### config.mk
export PLATFORM = sky130hd
export DESIGN_NAME = image_streamer
export DESIGN_NICKNAME = d
export VERILOG_FILES = /design/src/rtl/image_streamer_pkg.sv /design/src/rtl/image_streamer.sv
export SDC_FILE = /design/constraint.sdc
export NUM_CORES = 1
export LEC_CHECK = 0
export CORE_UTILIZATION = 42
export DETAILED_ROUTE_END_ITERATION = 8
export PLACE_DENSITY = 0.76
export SETUP_SLACK_MARGIN = 0.4
export SLEW_MARGIN = 10
export SYNTH_ARGS = -nofsm -noshare
export SYNTH_HDL_FRONTEND = slang
export SYNTH_SLANG_ARGS = --single-unit
### constraint.sdc
create_clock -name clk -period 1.7 [get_ports clk]
set_input_delay 0.34 -clock clk [delete_from_list [all_inputs] [get_ports clk]]
set_output_delay 0.34 -clock clk [all_outputs]
set_load 0.02 [all_outputs]
### src/rtl/image_streamer_pkg.sv
// Shared constants, FSM state type and base-address helper for the image
// streamer that feeds the first matrix-multiply layer.
package image_streamer_pkg;

  localparam int DATA_W     = 32;
  localparam int ADDR_W     = 16;
  localparam int IMG_PIXELS = 784;
  localparam int NUM_IMAGES = 5;
  localparam int IDX_W      = 10;
  localparam int SEL_W      = 3;

  localparam logic [IDX_W-1:0] LAST_IDX = IDX_W'(IMG_PIXELS - 1);

  typedef enum logic [1:0] {
    IDLE,
    STREAM,
    DRAIN
  } state_t;

  // Images sit back to back; the largest base plus offset (3919) fits ADDR_W.
  function automatic logic [ADDR_W-1:0] base_addr(input logic [SEL_W-1:0] sel);
    return ADDR_W'(sel) * ADDR_W'(IMG_PIXELS);
  endfunction

endpackage

### src/rtl/image_streamer.sv
// Walks the pixel words of one image out of a combinational-read memory and
// presents them on a valid/ready stream. Optional IMAGE_STREAMER_CHECKSUM_EN
// adds a wrapping sum of every handshaken word.
module image_streamer
  import image_streamer_pkg::*;
(
  input  logic                     clk,
  input  logic                     resetn,
  input  logic                     start,
  input  logic [SEL_W-1:0]         img_sel,
  output logic                     busy,
  output logic                     done,
  output logic                     err,
  output logic [ADDR_W-1:0]        mem_addr,
  input  logic signed [DATA_W-1:0] mem_data,
  output logic signed [DATA_W-1:0] out_data,
  output logic [IDX_W-1:0]         out_index,
  output logic                     out_last,
  output logic                     out_valid,
  input  logic                     out_ready
`ifdef IMAGE_STREAMER_CHECKSUM_EN
  ,
  output logic [DATA_W-1:0]        checksum
`endif
);

  state_t           state_q, state_d;
  logic [IDX_W-1:0] count;
  logic             load;
  logic             accept;
  logic             reject;

  // NOTE: state registers use non-blocking assignments so every flop samples
  // pre-edge values regardless of process ordering.
  always_ff @(posedge clk or negedge resetn) begin
    if (!resetn) state_q <= IDLE;
    else         state_q <= state_d;
  end

  // NOTE: every output of this block gets a default first, so no path leaves a
  // signal unassigned and no latch is inferred.
  always_comb begin
    state_d = state_q;
    accept  = 1'b0;
    reject  = 1'b0;
    load    = !out_valid || out_ready;
    unique case (state_q)
      IDLE: begin
        // The done cycle still belongs to the previous run, so starts wait.
        if (start && !done) begin
          if (img_sel < SEL_W'(NUM_IMAGES)) begin
            accept  = 1'b1;
            state_d = STREAM;
          end else begin
            reject = 1'b1;
          end
        end
      end
      STREAM:  if (load && count == LAST_IDX) state_d = DRAIN;
      DRAIN:   if (out_ready) state_d = IDLE;
      default: state_d = IDLE;
    endcase
  end

  always_ff @(posedge clk or negedge resetn) begin
    if (!resetn) begin
      busy      <= 1'b0;
      done      <= 1'b0;
      err       <= 1'b0;
      mem_addr  <= '0;
      count     <= '0;
      out_data  <= '0;
      out_index <= '0;
      out_last  <= 1'b0;
      out_valid <= 1'b0;
    end else begin
      done <= 1'b0;
      err  <= reject;

      if (accept) begin
        mem_addr <= base_addr(img_sel);
        count    <= '0;
        busy     <= 1'b1;
      end else if (done) begin
        busy <= 1'b0;
      end

      unique case (state_q)
        STREAM: begin
          if (load) begin
            out_data  <= mem_data;
            out_index <= count;
            out_last  <= (count == LAST_IDX);
            out_valid <= 1'b1;
            // The address parks on the final word once it has been loaded.
            if (count != LAST_IDX) begin
              mem_addr <= mem_addr + 1'b1;
              count    <= count + 1'b1;
            end
          end
        end
        DRAIN: begin
          if (out_ready) begin
            out_valid <= 1'b0;
            done      <= 1'b1;
          end
        end
        default: begin
          if (out_valid && out_ready) out_valid <= 1'b0;
        end
      endcase
    end
  end

`ifdef IMAGE_STREAMER_CHECKSUM_EN
  always_ff @(posedge clk or negedge resetn) begin
    if (!resetn)                     checksum <= '0;
    else if (accept)                 checksum <= '0;
    else if (out_valid && out_ready) checksum <= checksum + out_data;
  end
`endif

endmodule

Word-level counts from Yosys, hierarchy flattened
Index checks and enable logic that the tools add are counted.

cells by class
  reduce and logical (&&, ||, !) cells = 12
  $lt $le $gt $ge = 1
  add/subtract/negate cells = 2
  multiply operators = 1
  mux-type cells = 27
  equal/unequal tests = 9

operator list
  kind                                                                 count
  16-bit 2-to-1 mux                                                    4
  10-bit 2-to-1 mux                                                    4
  16-bit by 1-bit adder with 16-bit output (second input constant)     1
  1-bit 2-to-1 mux                                                     13
  10-bit by 1-bit adder with 10-bit output (second input constant)     1
  10-bit == test (second input constant)                               1
  10-bit != test (second input constant)                               1
  2-bit != test (second input constant)                                5
  3-bit by 6-bit multiplier with 9-bit output (second input constant)  1
  2-bit 2-to-1 mux                                                     4
  2-bit one-hot mux with 3 select lines                                1
  4-bit AND reduction                                                  1
  1-bit logical AND                                                    3
  3-bit less-than comparator (second input constant)                   1
  3-bit AND reduction                                                  1
  3-bit nonzero test                                                   1
  2-bit by 1-bit == test with 1-bit output (second input constant)     1
  2-bit == test (second input constant)                                1
  1-bit zero test                                                      2
  2-bit zero test                                                      1
  1-bit one-hot mux with 2 select lines                                1
  2-bit AND reduction                                                  1
  2-bit nonzero test                                                   1
  1-bit logical OR                                                     1

storage, ports and cells
  bits in registers = 75
  output and inout port bits = 63
  word-level logic and storage cells = 62
  bits of input ports = 39

Longest topological paths before layout
Gate-level depths: netlist of the first run.

  depth in word-level cells = 8
  mapped depth = 9

Least setup slack after synthesis of the first run
OpenSTA, ideal clock, no wires.

  path type = reg2reg
  from = register mem_addr[0]
  to = register mem_addr[12]
  setup slack = -0.139 ns
  data required time = 1.574 ns
  cell stages (with the launch flop) = 7
  setup time = 0.126 ns
  arrival time = 1.713 ns
  cells stage by stage = dfrtp_1 > ha_1 > nand3_1 > nor4_1 > nand2_1 > a21o_1 > a221o_1

on the way
  cells in the longest elaborated chain, start to end = 4

ends and longest elaborated chain
  item                                      line                  RTL
  start, declared                           image_streamer.sv:14  output logic [ADDR_W-1:0] mem_addr,
  start signal, assigned                    image_streamer.sv:81  mem_addr <= base_addr(img_sel);
  start signal, assigned                    image_streamer.sv:97  mem_addr <= mem_addr + 1'b1;
  16-bit by 1-bit adder with 16-bit output  image_streamer.sv:97
  16-bit 2-to-1 mux                         image_streamer.sv:96  if (count != LAST_IDX) begin
  16-bit 2-to-1 mux                         image_streamer.sv:90  if (load) begin
  16-bit 2-to-1 mux                         image_streamer.sv:88  unique case (state_q)

No other way between the ends.
A chain may end at the register's enable or synchronous reset.

Worst setup path after layout of the first run
  from = register count[5]
  to = register mem_addr[12]

on the way
  cells in the longest elaborated chain, start to end = 4

ends and longest elaborated chain
  item                    line                  RTL
  start, declared         image_streamer.sv:28  logic [IDX_W-1:0] count;
  start signal, assigned  image_streamer.sv:98  count <= count + 1'b1;
  10-bit != test          image_streamer.sv:96
  16-bit 2-to-1 mux       image_streamer.sv:96
  16-bit 2-to-1 mux       image_streamer.sv:90
  16-bit 2-to-1 mux       image_streamer.sv:88

No other way between the ends.

==> results of run 1 <==
timing repair:
action | in CTS | in global routing
resized for setup | 320 | 42
pin swaps | 12 | 19
setup buffers | 23 | 15
endpoints found under the hold margin | 30 | 0
setup endpoints to repair | 135 | 87
hold buffers | 1 | 0
gates cloned | 9 | 0
through the flow:
step | area [sq um] | util (%) | hold slack [ns] | setup TNS [ns] | instances
floorplan | 3490 | - | 0.0444 | -0.139 | 362
CTS | 5350 | 69.3 | 0.406 | -0.200 | 646
global route | 5630 | 72.9 | 0.436 | -4.52 | 661
global placement | 4880 | 63.1 | 0.319 | -12.00 | 597
detailed placement | 4880 | 63.1 | 0.322 | -16.85 | 597
finish | 5630 | 72.9 | 0.420 | -1.39 | 661
logic make-up (layout without fill, tap and decap cells):
group                    count (synthesis)  in the layout
AND/OR/NAND/NOR                        210            216
flip-flops                              75             75
AO/OA/AOI/OAI                           36             36
buffers and inverters                   23            214
adder cells (fa/ha/maj)                  8              8
multiplexers                             6              6
XOR/XNOR                                 4              4
sequential cells by signal (all words and copies together), names as in the netlist, 2 cells and up:
register and flops:
mem_addr 16, count 10, state_q 2, out_index 10
out_data 32
routing by layer:
| layer | part of all wire, % | global-route usage [%] |
|---|---|---|
| met1 | 41 | 34.1 |
| met3 | 4.9 | 4.19 |
| met5 | 0 | 0 |
| met2 | 52 | 44.0 |
| met4 | 2.9 | 9.13 |
where the power goes:
part	leakage (nW)	switching, mW	internal [mW]
sequential	0.933	0.371	2.30
clock	0.0905	0.698	0.715
combinational	1.83	2.01	1.80
total	2.85	3.08	4.82
cells in the final DEF, fill, tap and decap left out, types with 4 or more instances in the layout:
master	netlist	final
dfrtp_1	75	70
buf_6	4	39
or2_4	0	5
nor4_4	0	4
buf_4	0	53
clkinvlp_4	0	4
o21ai_1	0	5
a21oi_2	1	4
nand2_1	152	147
nor2_1	8	6
inv_1	7	7
nand2_4	0	4
clkdlybuf4s50_1	0	35
dfrtp_2	0	5
buf_12	0	4
nand4_1	5	5
clkbuf_8	0	10
buf_2	6	49
ha_1	8	6
nand3_1	16	12
mux2i_1	6	5
cell type report:
cell class / instances / area [sq um]
clock inverter: 6 / 65.1
multi-input combinational: 270 / 1700
tap: 102 / 128
timing repair buffer: 191 / 1700
inverter: 7 / 26.3
clock buffer: 10 / 138
fill: 501 / 2090
sequential: 75 / 1880
worst max-delay path: cells and delay by family (launching register included):
family	cells	cell delay, ns
compound gates	2	0.48
flops	1	0.44
simple gates	3	0.79
path summary, 6_finish.rpt:
path                       slack [ns]  depth (start not counted)        start            to
min in group asynchronous        0.48                          2       resetn   mem_addr[9]
hold / removal                   0.42                          3        start    state_q[0]
setup reg to reg                -0.13                          5     count[5]  mem_addr[12]
setup / recovery                -0.13                          5     count[5]  mem_addr[12]
hold reg to reg                  0.47                          2  out_data[2]   out_data[2]
max in group asynchronous        0.67                          3       resetn  out_data[22]
==> impl_metrics.tcl, run 1 <==
set metrics [dict create \
    dpl_worst_slack_ns -0.519 \
    slew_headroom_pct 69.8 \
    wl_um 11200 \
    path_max_fanout 4 \
    clk_latency_ns 0.35 \
    synth_area_sq_um 3370 \
    drive_gt1_share_pct 41.0 \
    cts-buffers-inserted 9 \
    drc 0 \
    hpwl_um 6040 \
    violations "negative setup slack" \
    start_util_pct 43.6 \
    num_rows 32 \
    wire_per_inst_um 16.9 \
    rsz0062_at_grt "yes" \
    synth.distinct_cells 47 \
    synthSimpleGateAreaFrac_pct 27.7 \
    via_count 3443 \
    tightest_slew_ns 0.453 \
    ioPinCount 102 \
    setup_viol 38 \
    syn_avg_cell_area_sq_um 9.31 \
    synth-seq-cells 75 \
    grt_start_max_net_pins 34 \
    finalWorstSetupSlack_ns -0.129 \
    maxSlewViolCount 0 \
    grt_overflow 0 \
    synth_fa_ha_area_share_pct 2.97 \
    synthCells 362 \
    yosysMostFrequentCell "nand2_1" \
    max_cap_viol_count 0 \
    htreeDepth 3 \
    synth_mux_area_share_pct 1.78 \
    yosys_warnings 0 \
    synth_compound_area_share_pct 7.16 \
    crit_path_start_kind "flip-flop" \
    path_class "flip-flop to flip-flop" \
    cp_cell_sequence "nor4_4 -> nand4_4 -> and2_2 -> a21o_1 -> a221o_1" \
    io_buffers 101 \
    hold_viol 0 \
    power.total_mw 7.89 \
    ys_seq_area_share_pct 55.7 \
    netlist.area_leader.share_pct 55.7 \
    nets 601 \
    worstPathArrival_ns 2.07 \
    grt_pass1_vias 3430 \
    synthArstFlopShare_pct 100 \
    required_ns 1.94 \
    antennaDiodeCount 0 \
    power_leakage_nw 2.85 \
    status "finished, violations left" \
    finalCritPeriodShare_pct 108 \
    tritoncts "built" \
    area_delta_synth_final_pct 67.1 \
    die_y_um 91.6 \
    die_w_um 91.6 \
    cpPeakStageDelay_ns 0.44 \
    drtPass1Iterations 4 \
    clkTransAtPathRegs_ns 0.09 \
    netlist_top_cells_area "dfrtp_1 56%, nand2_1 17%, ha_1 3.0%" \
    max_freq_ghz 0.547 \
    antenna_found_initial 0 \
    end_kind "flip-flop" \
    grt_usage_pct 26.2 \
    synth_top_family_by_area "simple AND/OR/NAND/NOR gates" \
    ys.flop_type "dfrtp_1" \
    core_area_sq_um 7730 \
    clk_path_buf_depth 2 \
    gp_congestion 0.837 \
    power.density_nw_per_um2 1400 \
    ant_nets 0 \
    synth_xor_area_share_pct 1.04 \
    synth_commonest_cells "152 x nand2_1, 75 x dfrtp_1, 16 x nand3_1, 11 x o21ai_0" \
    clockRootBuffer "clkbuf_8" \
    period_needed_ns 1.83 \
    hp-class "input pin to flip-flop" \
    synth_edf_count 0 \
    dieArea_sq_um 8390 \
    fin_skew_ns 0.0128 \
    grt_pass1_wl_um 17000 \
    synth_top_cell_by_area "dfrtp_1" \
    ir_drop_mv 0.784 \
    dr.first_iter.drc_count 192 \
    viasPerCell 5.21 \
    synth_fp_nets 409 \
    clock_sinks 75 \
    slowest_stage "dfrtp_1" \
]
Power figures use the tool's default switching activity.
==> run 2, diff against run 1 <==
--- a/config.mk
+++ b/config.mk
@@ -5,6 +5,7 @@
 export SDC_FILE = /design/constraint.sdc
 export NUM_CORES = 1
 export LEC_CHECK = 0
+export CORE_MARGIN = 3
 export CORE_UTILIZATION = 42
 export DETAILED_ROUTE_END_ITERATION = 8
 export PLACE_DENSITY = 0.76
==> run 2 against run 1 <==
Net effect:
- combinational power increased by 3%
- power increased by 2.8%
- the run still ends with negative setup slack left
- via count decreased by 0.96%
- global-route usage decreased by 2.6 points
- highest routed layer unchanged
- critical path type unchanged
==> impl_metrics.tcl, run 2 (synthesis gave the netlist of run 1 again) <==
set metrics [dict create \
    status "finished, violations left" \
    violations "negative setup slack" \
    top_layer "met4" \
    grt_pass1_vias 3266 \
    start_util_pct 43.4 \
    worstPathArrival_ns 1.98 \
    critPathLaunch "count[0]" \
    wl_um 10900 \
    reg2reg_from "count[0]" \
    clk_path_buf_depth 2 \
    drive_gt1_share_pct 40.8 \
    worst_r2r_path_depth 6 \
    tightest_slew_ns 0.295 \
    largest_reg_flops 32 \
    via_count 3410 \
    ant_nets 0 \
    die_w_um 95.6 \
    gp_congestion 0.956 \
    drc 0 \
    met2_length_um 5470 \
    dpl_worst_slack_ns -0.481 \
    num_rows 32 \
    clkTransAtPathRegs_ns 0.08 \
    path_class "flip-flop to flip-flop" \
    setup_viol 11 \
    required_ns 1.94 \
    wire_per_inst_um 16.5 \
    ioPinCount 102 \
    antennaDiodeCount 0 \
    io_buffers 101 \
    clockRootBuffer "clkbuf_8" \
    power.density_nw_per_um2 1450 \
    fin_skew_ns 0.00661 \
    ir_drop_mv 0.631 \
    power_leakage_nw 2.85 \
    wl_met1_um 4610 \
    wl_met3_um 592 \
    core_area_sq_um 7770 \
    hold_slack_ns 0.410 \
    largestRegisters "out_data (32), mem_addr (16)" \
    maxSlewViolCount 0 \
    cpPeakStageDelay_ns 0.36 \
    grt_usage_pct 23.5 \
    grt_overflow 0 \
    path_max_fanout 7 \
    hpwl_um 6300 \
    clock_sinks 75 \
    end_kind "flip-flop" \
    cts-buffers-inserted 9 \
    rsz0062_at_grt "yes" \
    tritoncts "built" \
    area_delta_synth_final_pct 66.4 \
    finalCritPeriodShare_pct 102 \
    slew_headroom_pct 80.4 \
    period_needed_ns 1.74 \
    cp_cell_sequence "ha_2 -> and3_4 -> nand4_4 -> and2_4 -> a21o_1 -> a221o_1" \
    max_freq_ghz 0.575 \
    most-common-layout-cells "144 x nand2_1, 69 x dfrtp_1, 53 x buf_4" \
    finalWorstSetupSlack_ns -0.0380 \
    layout_commonest_cell "nand2_1" \
    grt_start_max_net_pins 37 \
    antenna_found_initial 0 \
    htreeDepth 3 \
    hold_viol 0 \
    clk_latency_ns 0.35 \
    slowest_stage "dfrtp_1" \
    crit_path_start_kind "flip-flop" \
    grt_pass1_wl_um 16300 \
    viasPerCell 5.17 \
    dieArea_sq_um 9140 \
    drtPass1Iterations 4 \
    top_register "out_data" \
    nets 599 \
    die_y_um 95.6 \
    max_cap_viol_count 0 \
    dr.first_iter.drc_count 132 \
    hp-class "input pin to asynchronous set/reset pin" \
]
-- run 2: cell count changes in the layout (fill, tap and decap cells not counted), moves of 3 or more --
cell        previous run  this run
nand2_2                2         8
clkinvlp_4             4         0
buf_8                  3         0
nand2_1              147       144
nand2_4                4         1
nand3_1               12         9
nand3_2                3         6
o21ai_2                3         6
or2_4                  5         8
-- run 2: through the flow --
| step | util, % | instance area, sq um | std cells | power, mW | setup TNS, ns |
|---|---|---|---|---|---|
| after floorplan | - | 3490 | 362 | 4.26 | -0.139 |
| after global placement | 62.6 | 4860 | 597 | 5.76 | -17.44 |
| after detailed placement | 62.6 | 4860 | 597 | 5.84 | -19.74 |
| after CTS | 69.5 | 5400 | 641 | 7.75 | -0.0219 |
| after global routing | 72.2 | 5610 | 659 | 8.55 | -1.15 |
| final | 72.2 | 5610 | 659 | 8.11 | -0.105 |
-- run 2: layer usage --
metal  GRT usage, %  vias to the layer above
met2           38.2                      111
li1               -                     1607
met5              0                        -
met3           3.87                       16
met4           9.12                        0
met1           31.4                     1676
-- run 2: repair_timing --
item	in CTS	in global routing
hold endpoints to repair	15	0
endpoints found under the setup margin	135	87
hold buffers	1	0
setup buffers	18	17
pin swaps	32	16
resized for setup	346	25
gates cloned	9	1
-- run 2: worst max-delay path, delay by kind of cell, from the launching register on --
kind / cells / cell delay [ns]
flip-flops: 1 / 0.36
AND/OR/NAND/NOR: 3 / 0.62
adder cells (fa/ha/maj): 1 / 0.19
AO/OA/AOI/OAI: 2 / 0.46
-- run 2: area by class of cell --
| type | count | area [sq um] |
|---|---|---|
| Timing Repair Buffer | 188 | 1670 |
| Clock inverter | 4 | 73.8 |
| Inverter | 7 | 26.3 |
| Multi-Input combinational cell | 271 | 1690 |
| Tap cell | 102 | 128 |
| Sequential cell | 75 | 1880 |
| Clock buffer | 12 | 145 |
| Fill cell | 531 | 2160 |
-- run 2: final timing paths --
path / to / slack [ns]
worst max-delay path: mem_addr[12] / -0.04
worst min-delay path: mem_addr[1] / 0.41
worst max register to register: mem_addr[12] / -0.04
worst min register to register: out_data[6] / 0.46
max in group asynchronous: mem_addr[2] / 0.68
min in group clk: state_q[0] / 0.42
-- run 2: report_power, final --
part	leakage (nW)	switching (mW)	internal, mW
combinational	1.80	2.04	1.90
clock	0.111	0.664	0.869
sequential	0.932	0.343	2.30
total	2.85	3.05	5.06
